===== src/rtl/sys_out_deskew.sv =====
// sys_out_deskew: realigns column-staggered systolic outputs into rows, buffers them in a FIFO
module sys_out_deskew #(
    parameter int COLS       = 4,
    parameter int P_BITWIDTH = 24,
    parameter int FIFO_DEPTH = 8,
    parameter int CNT_W      = 16
) (
    input  logic                                clk,
    input  logic                                rst,
    input  logic                                in_valid,
    input  logic [COLS-1:0][P_BITWIDTH-1:0]     in_data,
    input  logic                                tile_start,
    input  logic [CNT_W-1:0]                    cfg_rows,
    output logic                                out_valid,
    input  logic                                out_ready,
    output logic [COLS-1:0][P_BITWIDTH-1:0]     out_data,
    output logic                                out_last,
    output logic                                stall_req,
    output logic                                overflow,
    output logic [$clog2(FIFO_DEPTH):0]         fifo_count
);
    localparam int AW = $clog2(FIFO_DEPTH);
    localparam int CW = AW + 1;
    typedef logic [COLS-1:0][P_BITWIDTH-1:0] row_t;

    row_t              aligned;
    logic [COLS-2:0]   vld_q;
    row_t              mem_q [FIFO_DEPTH];
    logic [FIFO_DEPTH-1:0] last_q;
    logic [AW-1:0]     wr_q, wr_d, rd_q, rd_d;
    logic [CW-1:0]     cnt_q, cnt_d;
    logic [CNT_W-1:0]  row_q, row_d, rows_q, rows_d;
    logic              ovf_q, ovf_d;
    logic              aligned_valid, full, pop, push, row_last;

    genvar j;
    generate
        for (j = 0; j < COLS; j++) begin : g_col
            localparam int D = COLS - 1 - j;
            if (D == 0) begin : g_pass
                assign aligned[j] = in_data[j];
            end else begin : g_dly
                logic [D-1:0][P_BITWIDTH-1:0] sh_q;
                // Column j waits D cycles so it meets the last column of its row
                always_ff @(posedge clk or posedge rst) begin
                    if (rst) begin
                        sh_q <= '0;
                    end else begin
                        sh_q[0] <= in_data[j];
                        for (int k = 1; k < D; k++) sh_q[k] <= sh_q[k-1];
                    end
                end
                assign aligned[j] = sh_q[D-1];
            end
        end
    endgenerate

    // Row strobe delayed to match the fully aligned row
    always_ff @(posedge clk or posedge rst) begin
        if (rst) begin
            vld_q <= '0;
        end else begin
            vld_q[0] <= in_valid;
            for (int k = 1; k < COLS - 1; k++) vld_q[k] <= vld_q[k-1];
        end
    end

    assign aligned_valid = vld_q[COLS-2];
    assign full          = cnt_q == CW'(FIFO_DEPTH);
    assign pop           = out_valid && out_ready;
    assign push          = aligned_valid && (!full || pop);
    assign row_last      = rows_q != '0 && row_q == rows_q - 1'b1;

    // Next-state for pointers, occupancy, tile row counter and sticky overflow
    always_comb begin
        wr_d   = wr_q + AW'(push);
        rd_d   = rd_q + AW'(pop);
        cnt_d  = cnt_q + CW'(push) - CW'(pop);
        ovf_d  = ovf_q || (aligned_valid && full && !pop);
        row_d  = tile_start ? '0 : aligned_valid ? (row_last ? '0 : row_q + 1'b1) : row_q;
        rows_d = tile_start ? cfg_rows : rows_q;
    end

    // FIFO storage and control registers
    always_ff @(posedge clk or posedge rst) begin
        if (rst) begin
            for (int k = 0; k < FIFO_DEPTH; k++) mem_q[k] <= '0;
            last_q <= '0;
            wr_q   <= '0;
            rd_q   <= '0;
            cnt_q  <= '0;
            ovf_q  <= 1'b0;
            row_q  <= '0;
            rows_q <= '0;
        end else begin
            if (push) begin
                mem_q[wr_q]  <= aligned;
                last_q[wr_q] <= row_last;
            end
            wr_q   <= wr_d;
            rd_q   <= rd_d;
            cnt_q  <= cnt_d;
            ovf_q  <= ovf_d;
            row_q  <= row_d;
            rows_q <= rows_d;
        end
    end

    assign out_valid  = cnt_q != '0;
    assign out_data   = mem_q[rd_q];
    assign out_last   = last_q[rd_q];
    assign fifo_count = cnt_q;
    assign overflow   = ovf_q;
    assign stall_req  = out_valid && (32'(FIFO_DEPTH) - 32'(cnt_q) <= 32'(COLS));
endmodule

===== config.mk =====
export PLATFORM = sky130hd
export DESIGN_NAME = sys_out_deskew
export DESIGN_NICKNAME = d
export VERILOG_FILES = /design/src/rtl/sys_out_deskew.sv
export SDC_FILE = /design/constraint.sdc
export NUM_CORES = 2
export LEC_CHECK = 0
export CAP_MARGIN = 20
export CORE_ASPECT_RATIO = 1.5
export CORE_MARGIN = 2
export CORE_UTILIZATION = 38
export CTS_BUF_LIST = sky130_fd_sc_hd__clkbuf_4 sky130_fd_sc_hd__clkbuf_8
export DETAILED_ROUTE_END_ITERATION = 8
export GPL_ROUTABILITY_DRIVEN = 0
export SETUP_SLACK_MARGIN = 0.05
export SLEW_MARGIN = 20
export SYNTH_ARGS = -nofsm -noshare
export SYNTH_HDL_FRONTEND = slang
export SYNTH_SLANG_ARGS = --single-unit

===== constraint.sdc =====
create_clock -name clk -period 36.1 [get_ports clk]
set_input_delay 5.415 -clock clk [delete_from_list [all_inputs] [get_ports clk]]
set_output_delay 5.415 -clock clk [all_outputs]
set_load 0.005 [all_outputs]

==> summary.txt <==
Final layout
  – Final net count: 2833
  – Commonest non-fill, non-tap cells in the layout: dfrtp_1 (963), mux2_2 (877), clkdlybuf4s50_1 (220)
  – Fin util: 44.9%
  – Share of layout cells above drive strength 1: 49.7%
  – Post-layout instance area: 47900 um2
  – Commonest non-fill, non-tap cell in the layout: dfrtp_1
  – Area growth, synth to finish: 17.6%
  – Post-Layout Cell Count: 4236

Clock tree
  – H-tree levels: 4
  – Post-CTS Setup Repair Bufs: 0
  – CTS tree: yes
  – CTS resizes: 0
  – Root Driver: clkbuf_8
  – CTS buffer count: 153
  – # clock sinks: 966
  – CTS clk-pin slew, worst paths: 0.07 ns
  – Clock Tree Buf Depth: 3
  – CTS Hold Bufs: 0
  – Insertion delay to the later sink of the worst-skew pair: 0.85 ns

Synthesis
  – Post-synth top area share: 59.4%
  – Ys async rst share: 100%
  – Simple-gate area share of the yosys netlist: 1.75%
  – EDFF count, synth: 0
  – Register bit total from synthesis: 966
  – Post-synthesis xor/xnor area fraction: 0.473%
  – Primary FF master, synth: dfrtp_1
  – Synthesized net count: 2578
  – Cell area after synthesis: 40700 um2
  – Area leader, netlist: dfrtp_1
  – Sequential share of the synthesized area: 59.4%
  – Yosys warns: 0
  – Largest family of logic cells by synthesized area: multiplexers
  – Syn Inst Count: 2447
  – Post-synth cell types: 59
  – Syn avg cell area: 16.6 um2
  – Mux share of post-synthesis cell area: 35.1%
  – Synth Area in Compound Gates: 1.02%
  – Adder-cell share of the synthesized area: 0.449%
  – Synth top area cells: dfrtp_1 (59%), mux2_2 (24%), mux4_2 (11%), buf_2 (0.73%), clkbuf_1 (0.59%)

Detailed routing
  – Vias per cell: 5.23
  – Routed WL: 95000 um
  – Via count: 22.2k
  – Drt drc: 0
  – TritonRoute pass-1 iters: 6
  – Routed WL per cell: 22.4 um
  – DR iter-0 viols: 1058
  – Antenna Nets Post-Route: 0

Setup path
  – Critical path's top delay family: buffers and inverters
  – CP endpoint kind: output pin
  – Critical path launch point type: flip-flop
  – Crit path max-delay cell type: dfrtp_4
  – Critical-path cell list: buf_4 -> buf_4 -> mux4_2 -> mux2_2 -> clkdlybuf4s50_1
  – CP arrival: 4.85 ns
  – Worst Path Buf+Inv: 3
  – Crit-path max cell delay: 0.96 ns
  – Crit-path max FO: 41
  – WS Path Type: reg -> out
  – Crit path required time: 30.68 ns
  – Cell mode on critical path: buf_4

Floorplanning
  – Starting Density: 38.2%
  – Die Span X: 271 um
  – Die Y: 405 um
  – Core area: 107000 um2
  – Die ar.: 110000 um2
  – Num rows: 147
  – # IOs: 221

Timing
  – Slew Limit Fails: 0
  – Min Tclk post-route: 10.26 ns
  – Clock skew: 0.0389 ns
  – Setup WS post-layout: 25.84 ns
  – Worst slew pin tran: 1.09 ns
  – Final Hold Fails: 0
  – Hold slack final: 0.338 ns
  – RSZ-0062 raised after global routing: no
  – Fmax: 97.5 MHz
  – Relative slew slack: 27.5%
  – Setup TNS: 0 ns
  – Final setup violation count: 0
  – Tcrit/Tclk final: 28.4%

Placement
  – Placed insts: 3958
  – Cell area after placement: 44400 um2
  – Post-detail-place hpwl: 54700 um
  – DP Worst Slack: 26.53 ns
  – Port bufs: 220

Power and ir drop
  – Clock power frac: 22.0%
  – Internal power: 3.22 mW
  – Net switching power: 1.35 mW
  – Leakage power: 20.1 nW
  – Net Sw Frac: 29.5%
  – Pwr Total: 4.57 mW
  – Combinational share of power: 38.4%
  – Seq pwr share: 39.6%
  – PwrDens: 95.4 nW/um2
  – Peak VDD IR: 0.0560 mV

Global routing
  – GRT Total Usage: 17.7%
  – Antenna violations before repair: 6
  – Global-route wire length before repair: 150000 um
  – Grt ovf: 0
  – Vias in the first global route: 25.1k
  – Largest net degree at the start of global routing: 191

Job
  – Max cap viols: 0

Worst hold path
  – Worst hold path type: reg -> reg

Run status
  – Status: complete, no violations
[registers in the layout, summed over array words and instances, names as in the netlist]
register / flops
g_col.g_dly.sh_q: 96
mem_q: 768
row_q: 16
vld_q: 3
wr_q: 3
rd_q: 3
overflow: 1
aligned: 48
last_q: 8
rows_q: 16
fifo_count: 4
[power by group through the flow]
stage | logic (mW) | registers [mW] | clock network, mW
3_5_place_dp | 1.78 | 1.84 | 0
4_1_cts | 1.79 | 1.82 | 1.04
2_1_floorplan | 1.21 | 1.71 | 0
3_3_place_gp | 1.74 | 1.79 | 0
6_report | 1.75 | 1.81 | 1.01
5_1_grt | 1.88 | 1.87 | 1.09
[worst paths after layout]
kind                                         start                 endpoint  slack (ns)  cells after the start
max                                        rd_q[0]             out_data[50]       25.84                      5
min                        g_col[0].g_dly.sh_q[35]              aligned[11]        0.34                      0
max reg2reg                          fifo_count[1]               mem_q[414]       32.16                      9
min reg2reg                g_col[0].g_dly.sh_q[35]              aligned[11]        0.34                      0
max in group asynchronous                      rst               mem_q[157]       27.67                      7
min in group asynchronous                      rst  g_col[0].g_dly.sh_q[14]        5.08                      2
[final cells by class]
cell class | count | area (um2)
timing repair buffer | 255 | 2620
inverter | 19 | 78.8
clock inverter | 33 | 355
sequential | 966 | 24200
fill | 9319 | 58800
multi-input combinational | 1307 | 15900
antenna | 1 | 2.50
tap | 1415 | 1770
clock buffer | 240 | 3020
[synthesized netlist by cell type (all sizes together), types with 2 or more instances]
cell type  count
xor2          11
nor4b          2
nor2          20
a21oi         18
and2           5
inv           18
and4           3
a31oi          7
o2111ai        2
nand3b         6
xnor2         11
ha            13
a22oi          4
nand2         37
o211ai         4
mux4         194
or3            5
or4            3
clkbuf        64
o21ai         20
nor4           6
dfrtp        966
mux2         878
nor3          14
nand3         16
nor2b          3
buf           91
nand2b         3
mux2i          4
[routing by layer]
layer,share of wire (%),vias up,track usage (%),routed length [um]
li1,-,9592,-,-
met1,41,12000,21.9,39400
met2,52,413,30.9,49600
met5,0.037,-,0,35
met4,2.4,6,5.78,2310
met3,3.9,167,3.75,3750
[cell families (layout without fill, tap and decap cells)]
group / Yosys count / count (layout)
muxes: 1076 / 1076
DFF: 966 / 966
other: 0 / 1
adders and majority gates: 14 / 14
xor gates and xnor gates: 22 / 22
buffers and inverters: 174 / 547
and+or+nand+nor: 131 / 131
AOI/OAI and AO/OA: 64 / 64
Note: power is estimated with default switching activity, not from simulation.
